**src/rtl/instr_fetch_unit.sv**
```systemverilog
// Instruction fetch unit: holds the PC, fetches words from instruction memory over a
// req/ready handshake, and presents instr/opcode with valid/ack. Option: FETCH_TIMEOUT_EN.
module instr_fetch_unit #(
    parameter logic [31:0] RESET_PC       = 32'h0000_0000,
    parameter int unsigned TIMEOUT_CYCLES = 16
) (
    input  logic        clk,
    input  logic        reset,
    output logic        imem_req,
    output logic [31:0] imem_addr,
    input  logic [31:0] imem_rdata,
    input  logic        imem_ready,
    output logic [31:0] instr,
    output logic [6:0]  opcode,
    output logic        instr_valid,
    input  logic        instr_ack,
    input  logic        branch,
    input  logic        zero,
    input  logic [31:0] imm_ext,
    output logic [31:0] pc,
    output logic [31:0] pc_plus4,
    output logic [31:0] retired,
    output logic        fault
);

    typedef enum logic [1:0] {
        IDLE  = 2'd0,
        FETCH = 2'd1,
        HOLD  = 2'd2,
        FAULT = 2'd3
    } state_t;

    state_t      state_r;
    logic [31:0] pc_r;
    logic [31:0] instr_r;
    logic [31:0] retired_r;
    logic        req_r;
    logic        valid_r;
    logic        fault_r;
    logic [31:0] target_s;
    logic        timeout_s;

    function automatic logic [31:0] next_pc(input logic [31:0] cur, input logic take,
                                            input logic [31:0] offset);
        next_pc = take ? (cur + offset) : (cur + 32'd4);
    endfunction

    function automatic logic is_misaligned(input logic [31:0] addr);
        is_misaligned = (addr[1:0] != 2'b00);
    endfunction

    assign target_s = next_pc(pc_r, branch & zero, imm_ext);

`ifdef FETCH_TIMEOUT_EN
    localparam int unsigned CNT_W = $clog2(TIMEOUT_CYCLES) + 1;
    logic [CNT_W-1:0] wait_cnt_r;

    // Wait counter: zero whenever outside FETCH, counts FETCH cycles without ready.
    always_ff @(posedge clk or posedge reset) begin
        if (reset) begin
            wait_cnt_r <= '0;
        end else if (state_r != FETCH) begin
            wait_cnt_r <= '0;
        end else if (!imem_ready) begin
            wait_cnt_r <= wait_cnt_r + {{(CNT_W-1){1'b0}}, 1'b1};
        end else begin
            wait_cnt_r <= wait_cnt_r;
        end
    end

    // The TIMEOUT_CYCLES-th waiting cycle is the last one; ready still wins on it.
    assign timeout_s = (state_r == FETCH) && (wait_cnt_r == CNT_W'(TIMEOUT_CYCLES - 1));
`else
    // Timeout disabled; parameter stays referenced so both builds share one interface.
    assign timeout_s = 1'b0 & (TIMEOUT_CYCLES != 32'd0);
`endif

    // Fetch sequencer with registered handshake outputs.
    always_ff @(posedge clk or posedge reset) begin
        if (reset) begin
            state_r   <= IDLE;
            pc_r      <= RESET_PC;
            instr_r   <= 32'h0000_0000;
            retired_r <= 32'h0000_0000;
            req_r     <= 1'b0;
            valid_r   <= 1'b0;
            fault_r   <= 1'b0;
        end else begin
            case (state_r)
                IDLE: begin
                    state_r <= FETCH;
                    req_r   <= 1'b1;
                    valid_r <= 1'b0;
                end
                FETCH: begin
                    if (imem_ready) begin
                        instr_r <= imem_rdata;
                        req_r   <= 1'b0;
                        valid_r <= 1'b1;
                        state_r <= HOLD;
                    end else if (timeout_s) begin
                        req_r   <= 1'b0;
                        fault_r <= 1'b1;
                        state_r <= FAULT;
                    end else begin
                        req_r   <= 1'b1;
                    end
                end
                HOLD: begin
                    if (instr_ack) begin
                        retired_r <= retired_r + 32'd1;
                        valid_r   <= 1'b0;
                        if (is_misaligned(target_s)) begin
                            fault_r <= 1'b1;
                            req_r   <= 1'b0;
                            state_r <= FAULT;
                        end else begin
                            pc_r    <= target_s;
                            req_r   <= 1'b1;
                            state_r <= FETCH;
                        end
                    end else begin
                        valid_r <= 1'b1;
                    end
                end
                FAULT: begin
                    req_r   <= 1'b0;
                    valid_r <= 1'b0;
                    fault_r <= 1'b1;
                end
                default: begin
                    state_r <= IDLE;
                    req_r   <= 1'b0;
                    valid_r <= 1'b0;
                end
            endcase
        end
    end

    assign imem_req    = req_r;
    assign imem_addr   = pc_r;
    assign instr       = instr_r;
    assign opcode      = instr_r[6:0];
    assign instr_valid = valid_r;
    assign pc          = pc_r;
    assign pc_plus4    = pc_r + 32'd4;
    assign retired     = retired_r;
    assign fault       = fault_r;

endmodule

```
**config.mk**
```make
export PLATFORM = sky130hd
export DESIGN_NAME = instr_fetch_unit
export DESIGN_NICKNAME = d
export VERILOG_FILES = /design/src/rtl/instr_fetch_unit.sv
export SDC_FILE = /design/constraint.sdc
export NUM_CORES = 1
export LEC_CHECK = 0
export ABC_AREA = 1
export BUFFER_PORTS_ARGS = -buffer_cell sky130_fd_sc_hd__buf_2
export CELL_PAD_IN_SITES_DETAIL_PLACEMENT = 1
export CELL_PAD_IN_SITES_GLOBAL_PLACEMENT = 2
export CORE_ASPECT_RATIO = 0.7
export CORE_MARGIN = 1.5
export CORE_UTILIZATION = 28
export DETAILED_ROUTE_END_ITERATION = 8
export PLACE_DENSITY_LB_ADDON = 0.1
export SYNTH_ARGS = -nofsm -noshare
export SYNTH_HDL_FRONTEND = slang
export SYNTH_SLANG_ARGS = --single-unit
export TNS_END_PERCENT = 30
```
**constraint.sdc**
```tcl
create_clock -name clk -period 4.3 [get_ports clk]
set_input_delay 0.645 -clock clk [delete_from_list [all_inputs] [get_ports clk]]
set_output_delay 0.645 -clock clk [all_outputs]
set_load 0.02 [all_outputs]
```
Word-level counts from Yosys, hierarchy flattened
Index checks and enable logic that the tools add are counted.

operators by class
  add/subtract/negate cells = 3
  eq/ne operators = 6
  mux-type cells = 15
  bitwise operators = 2
  reductions and logical operators = 10

operators by type and width
  operator                 count
  $add A32 B1 Y32 const B  1
  $add A32 B3 Y32 const B  1
  $add A32 B32 Y32         1
  $mux W32                 1
  $reduce_and A3 Y1        3
  $mux W1                  7
  $mux W2                  3
  $ne A2 B2 Y1 const B     3
  $pmux W2 S3              1
  $eq A2 B2 Y1 const B     2
  $pmux W1 S4              1
  $reduce_and A2 Y1        2
  $reduce_bool A2 Y1       2
  $pmux W1 S3              1
  $reduce_bool A3 Y1       1
  $eq A2 B1 Y1 const B     1
  $logic_not A2 Y1         1
  $pmux W1 S2              1
  $reduce_or A2 Y1         1
  $and A1 B1 Y1            1
  $not A1 Y1               1

word-level totals
  register bits after elaboration = 101
  input port bits = 70
  logic and storage cells = 43

Longest topological paths before layout
  word-level depth = 6
  mapped depth = 13
  gate-level depth less buffers = 13

Worst setup path after synthesis
Ideal clock, no wire load.

  path type = flip-flop to output port
  start = reg pc_r[2] (netlist: imem_addr[2])
  end = out pc_plus4[16]
  arrival time = 1791 ps
  data required time = 3655 ps
  slack = 1864 ps
  stages on the path, launching flop included = 7
  path buffers = 0
  cells stage by stage = dfrtp_1 ha_1 nand3_2 nor2_1 inv_1 nor2_1 xor2_1

between the ends
  longest elaborated chain between the ends = 1

ends and longest elaborated chain
  item                      line  source
  start: declaration        34    logic [31:0] pc_r;
  start signal: assignment  118   pc_r <= target_s;
  $add A32 B3 Y32           146   assign pc_plus4 = pc_r + 32'd4;
  end: declaration          21    output logic [31:0] pc_plus4,

No other way between the ends.

Worst setup path after layout
Same ends and word-level chain as after synthesis.

==> impl_summary.log <==
[metrics] outcome: completed
[metrics] setup repair after global routing missed its margin: false
[metrics] cell type group with the largest total delay on the critical path: simple AND/OR/NAND/NOR gates
[metrics] max frequency: 0.3181 GHz
[metrics] Pins Over Slew Limit: 0
[metrics] sequential-to-total area share from yosys stat: 31.57%
[metrics] number of placed cells counting well taps: about 1.7k
[metrics] final clock skew: 0.01422 ns
[metrics] Synth Net Count: between 1k and 1.5k
[metrics] mean number of vias per cell: 4.561
[metrics] via count of the first global-routing pass: roughly 7.7k
[metrics] post-cts sizing count: 0
[metrics] CTS Root Cell: clkbuf_16
[metrics] number of filler cells placed in the layout: between 3k and 4k
[metrics] final period demand of the worst path: 3.144 ns
[metrics] flops & latches, synth: 101
[metrics] endpoint arrival time on the critical path: 2.50 ns
[metrics] initial antenna violation count: 0
[metrics] crit-path max cell delay: about 0.55 ns
[metrics] standby leakage power: 5.472 nW
[metrics] htree depth: 3
[metrics] routability-driven placement congestion ratio: ~0.84
[metrics] share of the cycle needed by the critical path after routing: 73.11%
[metrics] Total Power Consumption: 6.991 mW
[metrics] endpoint class of the critical path: primary output
[metrics] Overall Global Routing Usage: a little over a fifth
[metrics] VDD IR max: 0.2695 mV
[metrics] vertical extent of the die: 144.5 µm
[metrics] wire length of the first global-routing pass: about 47000 µm
[metrics] overflow left after global routing: 0
[metrics] setup TNS: 0 ns
[metrics] transition at the pin with the smallest max-transition slack: 0.7861 ns
[metrics] cell-by-cell trace of the critical path: ha_1, nand3_2, nor2_1, inv_1, nor2_1, xor2_1, buf_2
[metrics] clock network latency to the later pin of the worst-skew pair: 0.36 ns
[metrics] Critical Path RT: 3.65 ns
[metrics] Crit Path Category: flop to primary output
[metrics] Num CTS Buffers: 9
[metrics] fraction of layout cells with a size suffix above 1: between 20% and 30%
[metrics] Final setup viols: 0
[metrics] number of standard cells in the layout, taps in and fillers out: 1748
[metrics] layout net count: 1482
[metrics] starting density of the core: 28.65%
[metrics] crit path max-delay cell type: dfrtp_1
[metrics] Crit path top cell by count: nor2_1
[metrics] average wire per cell in the routed design: 18.09 µm
[metrics] clock tree sinks: 101
[metrics] library cells used by synthesis: 38
[metrics] total inserted antenna cells: 0
[metrics] Remaining DRCs: 0
[metrics] clock tree buffer depth: 2
[metrics] Total Die Area: 0.02963 mm²
[metrics] Worst Path Buf+Inv: 2
[metrics] # IOs: 240
[metrics] die boundary width: 205.1 µm
[metrics] post-synthesis instance area: 0.008006 mm²
[metrics] Port-buffer cells: 239
[metrics] remaining antenna violation count: 0
[metrics] Synthesis Warnings: 0
[metrics] total of max-cap violations: 0
[metrics] gate count after technology mapping: around 1.2k
[metrics] CTS tree: done
[metrics] category of the worst setup path launch point: flop
[metrics] detailed-router iteration count before antenna repair: 5
[metrics] Via Count: 7972
[metrics] final design utilization: between 30% and 40%
[metrics] highest fanout seen on the critical path: 10
[metrics] Area Overhead vs Synth: 20.53%
[metrics] final hold violations: 0
[metrics] hold buffers post-CTS: 0
[metrics] mean instance size in the synthesized netlist: 6.849 µm²
[metrics] remaining max-slew budget at the tightest pin: 47.52%
[metrics] row cnt: slightly above 50
[metrics] clock-pin slew reported for the worst setup and hold paths after clock tree synthesis: 0.08 ns
[metrics] area of the core region: 0.02795 mm²
[metrics] detailed-route wire length: 31630 µm
[metrics] Hold/Removal Path Class: input pin to asynchronous set/reset pin
[metrics] areal power density over the cells: just over 700 mW/mm²
[metrics] dpl hpwl: roughly 27000 µm
[metrics] number of setup buffers added after CTS: 0
[metrics] number of violations reported at the end of detailed-routing iteration 0: 396
[metrics] largest net degree at the start of global routing: 54
## metrics by stage
stage | worst slack, ns | area [µm²] | hold slack, ns
global placement | 1.264 | 9359 | 0.4539
finish | 1.156 | 9651 | 0.3939
global route | 0.9350 | 9651 | 0.4526
detailed placement | 1.184 | 9359 | 0.4643
CTS | 1.067 | 9651 | 0.4273
floorplan | 1.008 | 8006 | 0.5726
## cell families (layout without fill, tap and decap cells)
kind of cell,Yosys count,count (layout),synth area share (%)
and+or+nand+nor,615,615,32.41
buffers and inverters,240,448,13.25
DFF,101,101,31.57
AOI/OAI and AO/OA,94,94,6.782
xor gates and xnor gates,47,47,5.141
adders and majority gates,40,40,6.345
muxes,32,32,4.501
## worst register-to-register path, cell delays in order, from the launching register on
cell and delay (ns):
dfrtp_1 0.43, ha_1 0.25, fa_1 0.50, o31ai_4 0.29
nand2_1 0.15, nor2_4 0.33, inv_2 0.41, a21oi_1 0.25
a22oi_1 0.09
## placed cells by master, fill, tap and decap left out, types with 2 or more instances in the layout
| cell | instances |
|---|---|
| nand2_1 | 384 |
| nand2_2 | 4 |
| nand3b_1 | 2 |
| dfrtp_1 | 101 |
| clkbuf_16 | 9 |
| or2_2 | 7 |
| nor2_2 | 8 |
| nor2_4 | 3 |
| a22oi_1 | 5 |
| clkinvlp_4 | 2 |
| a21oi_1 | 53 |
| o21bai_1 | 2 |
| o21ai_0 | 18 |
| xor2_1 | 35 |
| nand4_2 | 2 |
| nor2_1 | 93 |
| inv_2 | 2 |
| nor3_1 | 22 |
| nand4_1 | 11 |
| mux2_2 | 32 |
| clkbuf_1 | 2 |
| buf_4 | 7 |
| a21boi_1 | 12 |
| nand3_1 | 73 |
| ha_1 | 39 |
| inv_1 | 182 |
| nor3_2 | 2 |
| buf_2 | 239 |
| xnor2_1 | 12 |
## state kept, by name, indices dropped and copies added, names as in the netlist
signal,count
instr,32
fault,1
imem_req,1
instr_valid,1
imem_addr,32
retired,32
state_r,2
## final cells by class
cell class	instances	area (µm²)	share of cell area, %
Clock buffer	11	232.7	2.412
Clock inverter	5	58.81	0.6094
Sequential cell	101	2527	26.19
Timing Repair Buffer	246	1249	12.94
Tap cell	371	464.2	4.810
Multi-Input combinational cell	828	4418	45.78
Inverter	186	700.7	7.260
## report_power, final
| group | switching (mW) | internal, mW |
|---|---|---|
| combinational | 3.02 | 1.41 |
| clock | 0.380 | 0.453 |
| sequential | 0.465 | 1.27 |
## Yosys cell counts
cell | n | area (µm²)
inv_2 | 2 | 7.510
fa_1 | 1 | 20.02
nand3b_1 | 2 | 15.01
mux2_2 | 32 | 360.4
xnor2_1 | 12 | 105.1
dfrtp_1 | 101 | 2527
and3_1 | 1 | 6.260
o31ai_4 | 1 | 21.27
inv_1 | 183 | 686.9
clkbuf_1 | 5 | 18.77
buf_2 | 5 | 25.02
buf_1 | 3 | 11.26
nor2_1 | 93 | 349.1
o211ai_1 | 1 | 7.510
a21oi_1 | 53 | 265.3
nand2_4 | 1 | 11.26
a21boi_1 | 12 | 90.09
nor2_2 | 8 | 50.05
o21bai_1 | 2 | 15.01
ha_1 | 39 | 488.0
nand4_2 | 2 | 25.02
nor2_4 | 3 | 33.78
nand2_2 | 4 | 25.02
or2_2 | 7 | 43.79
a21o_1 | 1 | 7.510
nand3_1 | 73 | 365.4
nor3_2 | 2 | 20.02
clkinv_1 | 1 | 3.750
xor2_1 | 35 | 306.5
a22oi_1 | 5 | 37.54
nor2_8 | 1 | 20.02
nand2_1 | 384 | 1441
buf_4 | 41 | 307.8
nand4_1 | 11 | 68.82
o22a_1 | 1 | 8.760
nand3_2 | 1 | 10.01
o21ai_0 | 18 | 90.09
nor3_1 | 22 | 110.1
## layer usage
layer  global-route usage [%]  part of all wire (%)  wire, µm  vias to the layer above
li1                         -                     -         -                     4012
met1                    34.26                    55     17240                     3794
met2                    29.05                    40     12730                      155
met3                    3.493                   4.6      1468                       11
met4                    3.189                  0.60       191                        0
met5                        0                     0         0                        -
## final timing paths
check | start | to | slack, ns | cells after the start
worst max-delay path | imem_addr[2] | pc_plus4[16] | 1.16 | 7
worst min-delay path | reset | retired[26] | 0.39 | 2
worst max register to register | imem_addr[0] | imem_addr[10] | 1.46 | 8
worst min register to register | retired[31] | retired[31] | 0.48 | 1
max in group asynchronous | reset | instr[16] | 3.02 | 3
min in group clk | retired[31] | retired[31] | 0.48 | 1
Power figures use the tool's default switching activity.
